### src/rtl/pc_sequencer.sv
// Registered program counter for the fetch stage: condition evaluation, jumps,
// signed PC-relative branches, jump-and-link and a circular return-address stack.
module pc_sequencer #(
  parameter int                ADDR_W    = 16,
  parameter int                DISP_W    = 8,
  parameter int                RAS_DEPTH = 4,
  parameter logic [ADDR_W-1:0] RESET_PC  = '0
) (
  input  logic              clk,
  input  logic              reset,
  input  logic              en,
  input  logic [7:0]        op,
  input  logic [3:0]        cond,
  input  logic [DISP_W-1:0] disp,
  input  logic [ADDR_W-1:0] target,
  input  logic [4:0]        flags,
  output logic [ADDR_W-1:0] pc,
  output logic [ADDR_W-1:0] link,
  output logic              taken,
  output logic              ras_empty,
  output logic              ras_ovf
);

  localparam int PTR_W = $clog2(RAS_DEPTH);
  localparam int CNT_W = $clog2(RAS_DEPTH + 1);

  logic [ADDR_W-1:0] pc_q, pc_d;
  logic [ADDR_W-1:0] link_q, link_d;
  logic              taken_q, taken_d;
  logic              ras_ovf_q, ras_ovf_d;
  logic [ADDR_W-1:0] ras_q [RAS_DEPTH];
  logic [ADDR_W-1:0] ras_d [RAS_DEPTH];
  logic [PTR_W-1:0]  ptr_q, ptr_d;
  logic [CNT_W-1:0]  cnt_q, cnt_d;

  logic [ADDR_W-1:0] pc_inc;
  logic [ADDR_W-1:0] br_tgt;
  logic [ADDR_W-1:0] disp_ext;
  logic [PTR_W-1:0]  ptr_dec;
  logic              ras_full;
  logic              cond_true;

  // flags layout: [0]=C [1]=L [2]=F [3]=Z [4]=N
  function automatic logic cond_eval(input logic [3:0] c, input logic [4:0] f);
    logic res;
    case (c)
      4'h0:    res = f[3];
      4'h1:    res = !f[3];
      4'h2:    res = f[0];
      4'h3:    res = !f[0];
      4'h4:    res = f[1];
      4'h5:    res = !f[1];
      4'h6:    res = f[4];
      4'h7:    res = !f[4];
      4'h8:    res = f[2];
      4'h9:    res = !f[2];
      4'hA:    res = !f[1] && !f[3];
      4'hB:    res = f[1] || f[3];
      4'hC:    res = !f[4] && !f[3];
      4'hD:    res = f[4] || f[3];
      4'hE:    res = 1'b1;
      default: res = 1'b0;
    endcase
    return res;
  endfunction

  assign disp_ext  = ADDR_W'($signed(disp));
  assign pc_inc    = pc_q + ADDR_W'(1);
  assign br_tgt    = pc_q + disp_ext;
  assign ptr_dec   = ptr_q - PTR_W'(1);
  assign ras_full  = (cnt_q == CNT_W'(RAS_DEPTH));
  assign cond_true = cond_eval(cond, flags);

  always_comb begin
    pc_d      = pc_q;
    link_d    = link_q;
    taken_d   = 1'b0;
    ras_ovf_d = 1'b0;
    ras_d     = ras_q;
    ptr_d     = ptr_q;
    cnt_d     = cnt_q;
    if (en) begin
      pc_d = pc_inc;
      case (op[7:4])
        4'b0100: begin
          if (op[3:0] == 4'b1000) begin
            pc_d          = target;
            link_d        = pc_inc;
            taken_d       = 1'b1;
            ras_d[ptr_q]  = pc_inc;
            ptr_d         = ptr_q + PTR_W'(1);
            // A full stack overwrites the oldest slot, which is where ptr already points
            if (ras_full) ras_ovf_d = 1'b1;
            else          cnt_d     = cnt_q + CNT_W'(1);
          end else if (op[3:0] == 4'b0100) begin
            taken_d = 1'b1;
            if (cnt_q != '0) begin
              pc_d  = ras_q[ptr_dec];
              ptr_d = ptr_dec;
              cnt_d = cnt_q - CNT_W'(1);
            end else begin
              pc_d = target;
            end
          end else if (cond_true) begin
            pc_d    = target;
            taken_d = 1'b1;
          end
        end
        4'b1100: begin
          if (cond_true) begin
            pc_d    = br_tgt;
            taken_d = 1'b1;
          end
        end
        default: ;
      endcase
    end
  end

  always_ff @(posedge clk or posedge reset) begin
    if (reset) begin
      pc_q      <= RESET_PC;
      link_q    <= '0;
      taken_q   <= 1'b0;
      ras_ovf_q <= 1'b0;
      ras_q     <= '{default: '0};
      ptr_q     <= '0;
      cnt_q     <= '0;
    end else begin
      pc_q      <= pc_d;
      link_q    <= link_d;
      taken_q   <= taken_d;
      ras_ovf_q <= ras_ovf_d;
      ras_q     <= ras_d;
      ptr_q     <= ptr_d;
      cnt_q     <= cnt_d;
    end
  end

  assign pc        = pc_q;
  assign link      = link_q;
  assign taken     = taken_q;
  assign ras_ovf   = ras_ovf_q;
  assign ras_empty = (cnt_q == '0);

endmodule

### config.mk
export PLATFORM = sky130hd
export DESIGN_NAME = pc_sequencer
export DESIGN_NICKNAME = d
export VERILOG_FILES = /design/src/rtl/pc_sequencer.sv
export SDC_FILE = /design/constraint.sdc
export NUM_CORES = 1
export LEC_CHECK = 0
export BUFFER_PORTS_ARGS = -buffer_cell sky130_fd_sc_hd__buf_2
export CORE_MARGIN = 8
export CORE_UTILIZATION = 61
export CTS_BUF_LIST = sky130_fd_sc_hd__clkbuf_4 sky130_fd_sc_hd__clkbuf_8
export DETAILED_ROUTE_END_ITERATION = 16
export MAX_ROUTING_LAYER = met4
export PLACE_DENSITY = 0.93
export SYNTH_ARGS = -nofsm -noshare
export SYNTH_HDL_FRONTEND = slang
export SYNTH_SLANG_ARGS = --single-unit
export TNS_END_PERCENT = 100
### constraint.sdc
create_clock -name clk -period 5 [get_ports clk]
set_input_delay 0.75 -clock clk [delete_from_list [all_inputs] [get_ports clk]]
set_output_delay 0.75 -clock clk [all_outputs]
set_load 0.02 [all_outputs]
==> results.yml <==
outcome:
  status: "complete, no violations"
global_route:
  grt.total_usage: 0.2735
  grt_busiest_layer: "met2"
  grt_max_degree: 66
  antenna_found_initial: 0
  grtUsageMet3: 0.05946
  grt_first_pass_wirelength_mm: 28.01
  grt-ovfl-total: 0
  gr-usage-met2: 0.4299
  gr-usage-met1: 0.3382
  grt_pass1_vias: 5516
sta:
  finalHoldViolCount: 0
  period_minus_slack_ps: 3220
  rsz0062_at_grt: "false"
  finalSetupTns_ps: 0
  slew_violations: 0
  worst_pin_slew_ps: 1017
  setup_viol: 0
  relSlewSlack: 0.3201
  hold_slack_ps: 483.9
  finalClockSkew_ps: 7.647
  max_freq_mhz: 310.6
  fin_crit_sh: 0.6440
clocking:
  post_cts_resized: 0
  cts_setup_buffers: 0
  clock_latency_ps: 380
  clock_path_buffers: 2
  htreeDepth: 3
  cts_buffers: 9
  cts_root_buffer: "clkbuf_8"
  cts_hold_buf: 0
  clk_pin_slew_worst_paths_ps: 100
  cts_sinks: 103
  tritoncts: "yes"
synthesis:
  synth_edf_count: 0
  syn-cell-area_um2: 6173
  synthMuxAreaShare: 0.08168
  synth_top_area_share: 0.4175
  ys_seq_area_frac: 0.4175
  syn_area_per_cell_um2: 9.382
  ys_top_cells_by_area: "dfrtp_1 (42%), o21ai_0 (8.3%), nand2_1 (6.6%), mux4_2 (5.8%), ha_1 (4.1%)"
  synth_top_family_by_area: "compound AO/OA/AOI/OAI gates"
  ys.warnings.count: 0
  synth_xor_area_frac: 0.04114
  synth_fa_ha_area_frac: 0.04702
  yosys.area.top_type: "dfrtp_1"
  yosys.area_share.simple: 0.1676
  synth_fp_nets: 724
  synth_ff_type: "dfrtp_1"
  async_flop_share: 1.000
  synth_compound_area_frac: 0.2081
  ys_types: 74
  ys_ff_latch: 103
  synthCells: 658
critical_path:
  startpoint_type: "primary input"
  r2r_start: "pc[0]$_DFFE_PP0P_"
  cp.arrival_ps: 3440
  reg2reg_slack_ps: 1860
  critPathKind: "primary input to flip-flop"
  rr_endpoint: "pc[12]$_DFFE_PP0P_"
  cp-end-kind: "flip-flop"
  worst-path-max-fanout: 31
  crit_required_ps: 5220
  reg2reg_depth: 9
finish:
  nNetsFinal: 782
  area_growth_pct: 9.830
  fillers: 761
  fin_util: 0.6905
  design_area_um2: 6780
  multi_input_area_um2: 3374
  n_antenna_cell: 0
  regArea_um2: 2577
  drive_gt1_frac: 0.1872
floorplan:
  top_level_ports: 79
  initial_core_util: 0.6287
  die-area_um2: 13600
  core_area_um2: 9819
  die_y_um: 116.6
  rows: 36
  die_w_um: 116.6
min_path:
  holdCritStartpoint: "link[14]$_DFFE_PP0P_"
  min_path_cells: 2
  whs_endpoint: "link[14]$_DFFE_PP0P_"
  hold_class: "flip-flop to flip-flop"
route:
  first_iter_violations: 542
  wl_mm: 17.32
  vias: 5537
  routedWlPerCell_um: 20.28
  first_pass_iters: 7
  vias_per_cell: 6.484
  ant_nets: 0
  drc: 0
flow_run:
  drv_cap: 0
place:
  port_buffers: 78
  dp_hpwl_mm: 13.06
  placedInstanceArea_um2: 6590
  gp_congestion: 0.9846
pwr:
  total_power_mw: 2.823
  leakage_nw: 2.980
  ir_worst_vdd_v: 0.0002284
  pwr_density_cell_nw_per_um2: 416.3
[power by group]
| part | switching [mW] | internal (mW) | total (mW) |
|---|---|---|---|
| clock | 0.313 | 0.203 | 0.515 |
| sequential | 0.150 | 0.919 | 1.07 |
| combinational | 0.783 | 0.455 | 1.24 |
| total | 1.25 | 1.58 | 2.82 |
[synth_stat cells (3+ instances only)]
| cell | n |
|---|---|
| nand2_1 | 108 |
| dfrtp_1 | 103 |
| o21ai_0 | 102 |
| nor2_1 | 46 |
| clkbuf_1 | 26 |
| ha_1 | 20 |
| a21oi_1 | 19 |
| xnor2_1 | 19 |
| nand3_1 | 17 |
| mux4_2 | 16 |
| a31oi_1 | 14 |
| inv_1 | 14 |
| nor3_1 | 11 |
| xor2_1 | 10 |
| mux2_2 | 7 |
| nand2b_1 | 6 |
| nand4_1 | 6 |
| a211oi_1 | 5 |
| a21o_1 | 5 |
| buf_6 | 5 |
| nor2b_1 | 5 |
| o211ai_1 | 5 |
| o21a_1 | 5 |
| and3_1 | 4 |
| mux2i_1 | 4 |
| and2_1 | 3 |
| nor3b_1 | 3 |
| nor4_1 | 3 |
| o21bai_1 | 3 |
| o22ai_1 | 3 |
| o32a_1 | 3 |
| or3_1 | 3 |
[placed cells by master (no fill, tap or decap), types with 3 or more instances in the layout]
| cell | n |
|---|---|
| nor3_1 | 11 |
| nor4_1 | 3 |
| nand3_1 | 17 |
| nand2b_1 | 6 |
| o21bai_1 | 3 |
| mux2i_1 | 4 |
| clkbuf_8 | 10 |
| a21oi_1 | 19 |
| mux4_2 | 16 |
| and2_1 | 3 |
| o211ai_1 | 5 |
| and3_1 | 4 |
| mux2_2 | 7 |
| o21ai_0 | 102 |
| buf_2 | 78 |
| ha_1 | 20 |
| o22ai_1 | 3 |
| inv_1 | 13 |
| o32a_1 | 3 |
| xnor2_1 | 19 |
| nor2_1 | 46 |
| nor2b_1 | 5 |
| buf_4 | 3 |
| o21a_1 | 5 |
| nand2_1 | 108 |
| nor3b_1 | 3 |
| xor2_1 | 10 |
| or3_1 | 3 |
| dfrtp_1 | 103 |
| a211oi_1 | 5 |
| nand4_1 | 6 |
| a31oi_1 | 14 |
| a21o_1 | 5 |
[per-stage QoR]
step,std cells,worst slack (ps)
after detailed placement,838,1490
after global placement,838,1703
final,854,1780
after global routing,854,1619
after CTS,854,1871
after floorplan,658,1546
[layer usage]
| metal | vias up | part of all wire |
|---|---|---|
| li1 | 2514 | - |
| met1 | 2675 | 0.41 |
| met2 | 295 | 0.48 |
| met3 | 53 | 0.081 |
| met4 | 0 | 0.033 |
| met5 | - | 0 |
[sequential cells by signal (all words and copies together), names as in the netlist]
signal and cells:
cnt_q 3, link 16, pc 16, ptr_q 2
ras_ovf 1, ras_q 64, taken 1
[critical path: stages]
cell and delay (ps):
buf_2 120, nor4b_2 700, inv_1 280, nor2_1 470, nand2_1 650, nand2_1 320, o21ai_0 140
[area by class of cell]
class	instances	area share
Sequential cell	103	0.3801
Clock buffer	10	0.02030
Timing Repair Buffer	81	0.06090
Tap cell	133	0.02454
Inverter	15	0.008673
Multi-Input combinational cell	506	0.4977
Clock inverter	6	0.007751
[cell families after synthesis]
kind of cell    after synthesis
simple gates                227
mux                          28
fa+ha+maj                    22
buf+inv                      49
xor+xnor                     29
compound gates              200
flops                       103
[worst max path at each step]
stage | startpoint | end | slack [ps] | depth (start not counted)
2_1_floorplan | reset | cnt_q[0]$_DFFE_PP0P_ | 1550 | 1
3_3_place_gp | flags[4] | pc[4]$_DFFE_PP0P_ | 1700 | 8
3_5_place_dp | op[2] | ras_q[33]$_DFFE_PP0P_ | 1490 | 6
4_1_cts | op[2] | ras_q[31]$_DFFE_PP0P_ | 1870 | 7
5_1_grt | op[2] | ras_q[33]$_DFFE_PP0P_ | 1620 | 6
6_report | op[2] | ras_q[31]$_DFFE_PP0P_ | 1780 | 7
Note: power is estimated with default switching activity, not from simulation.
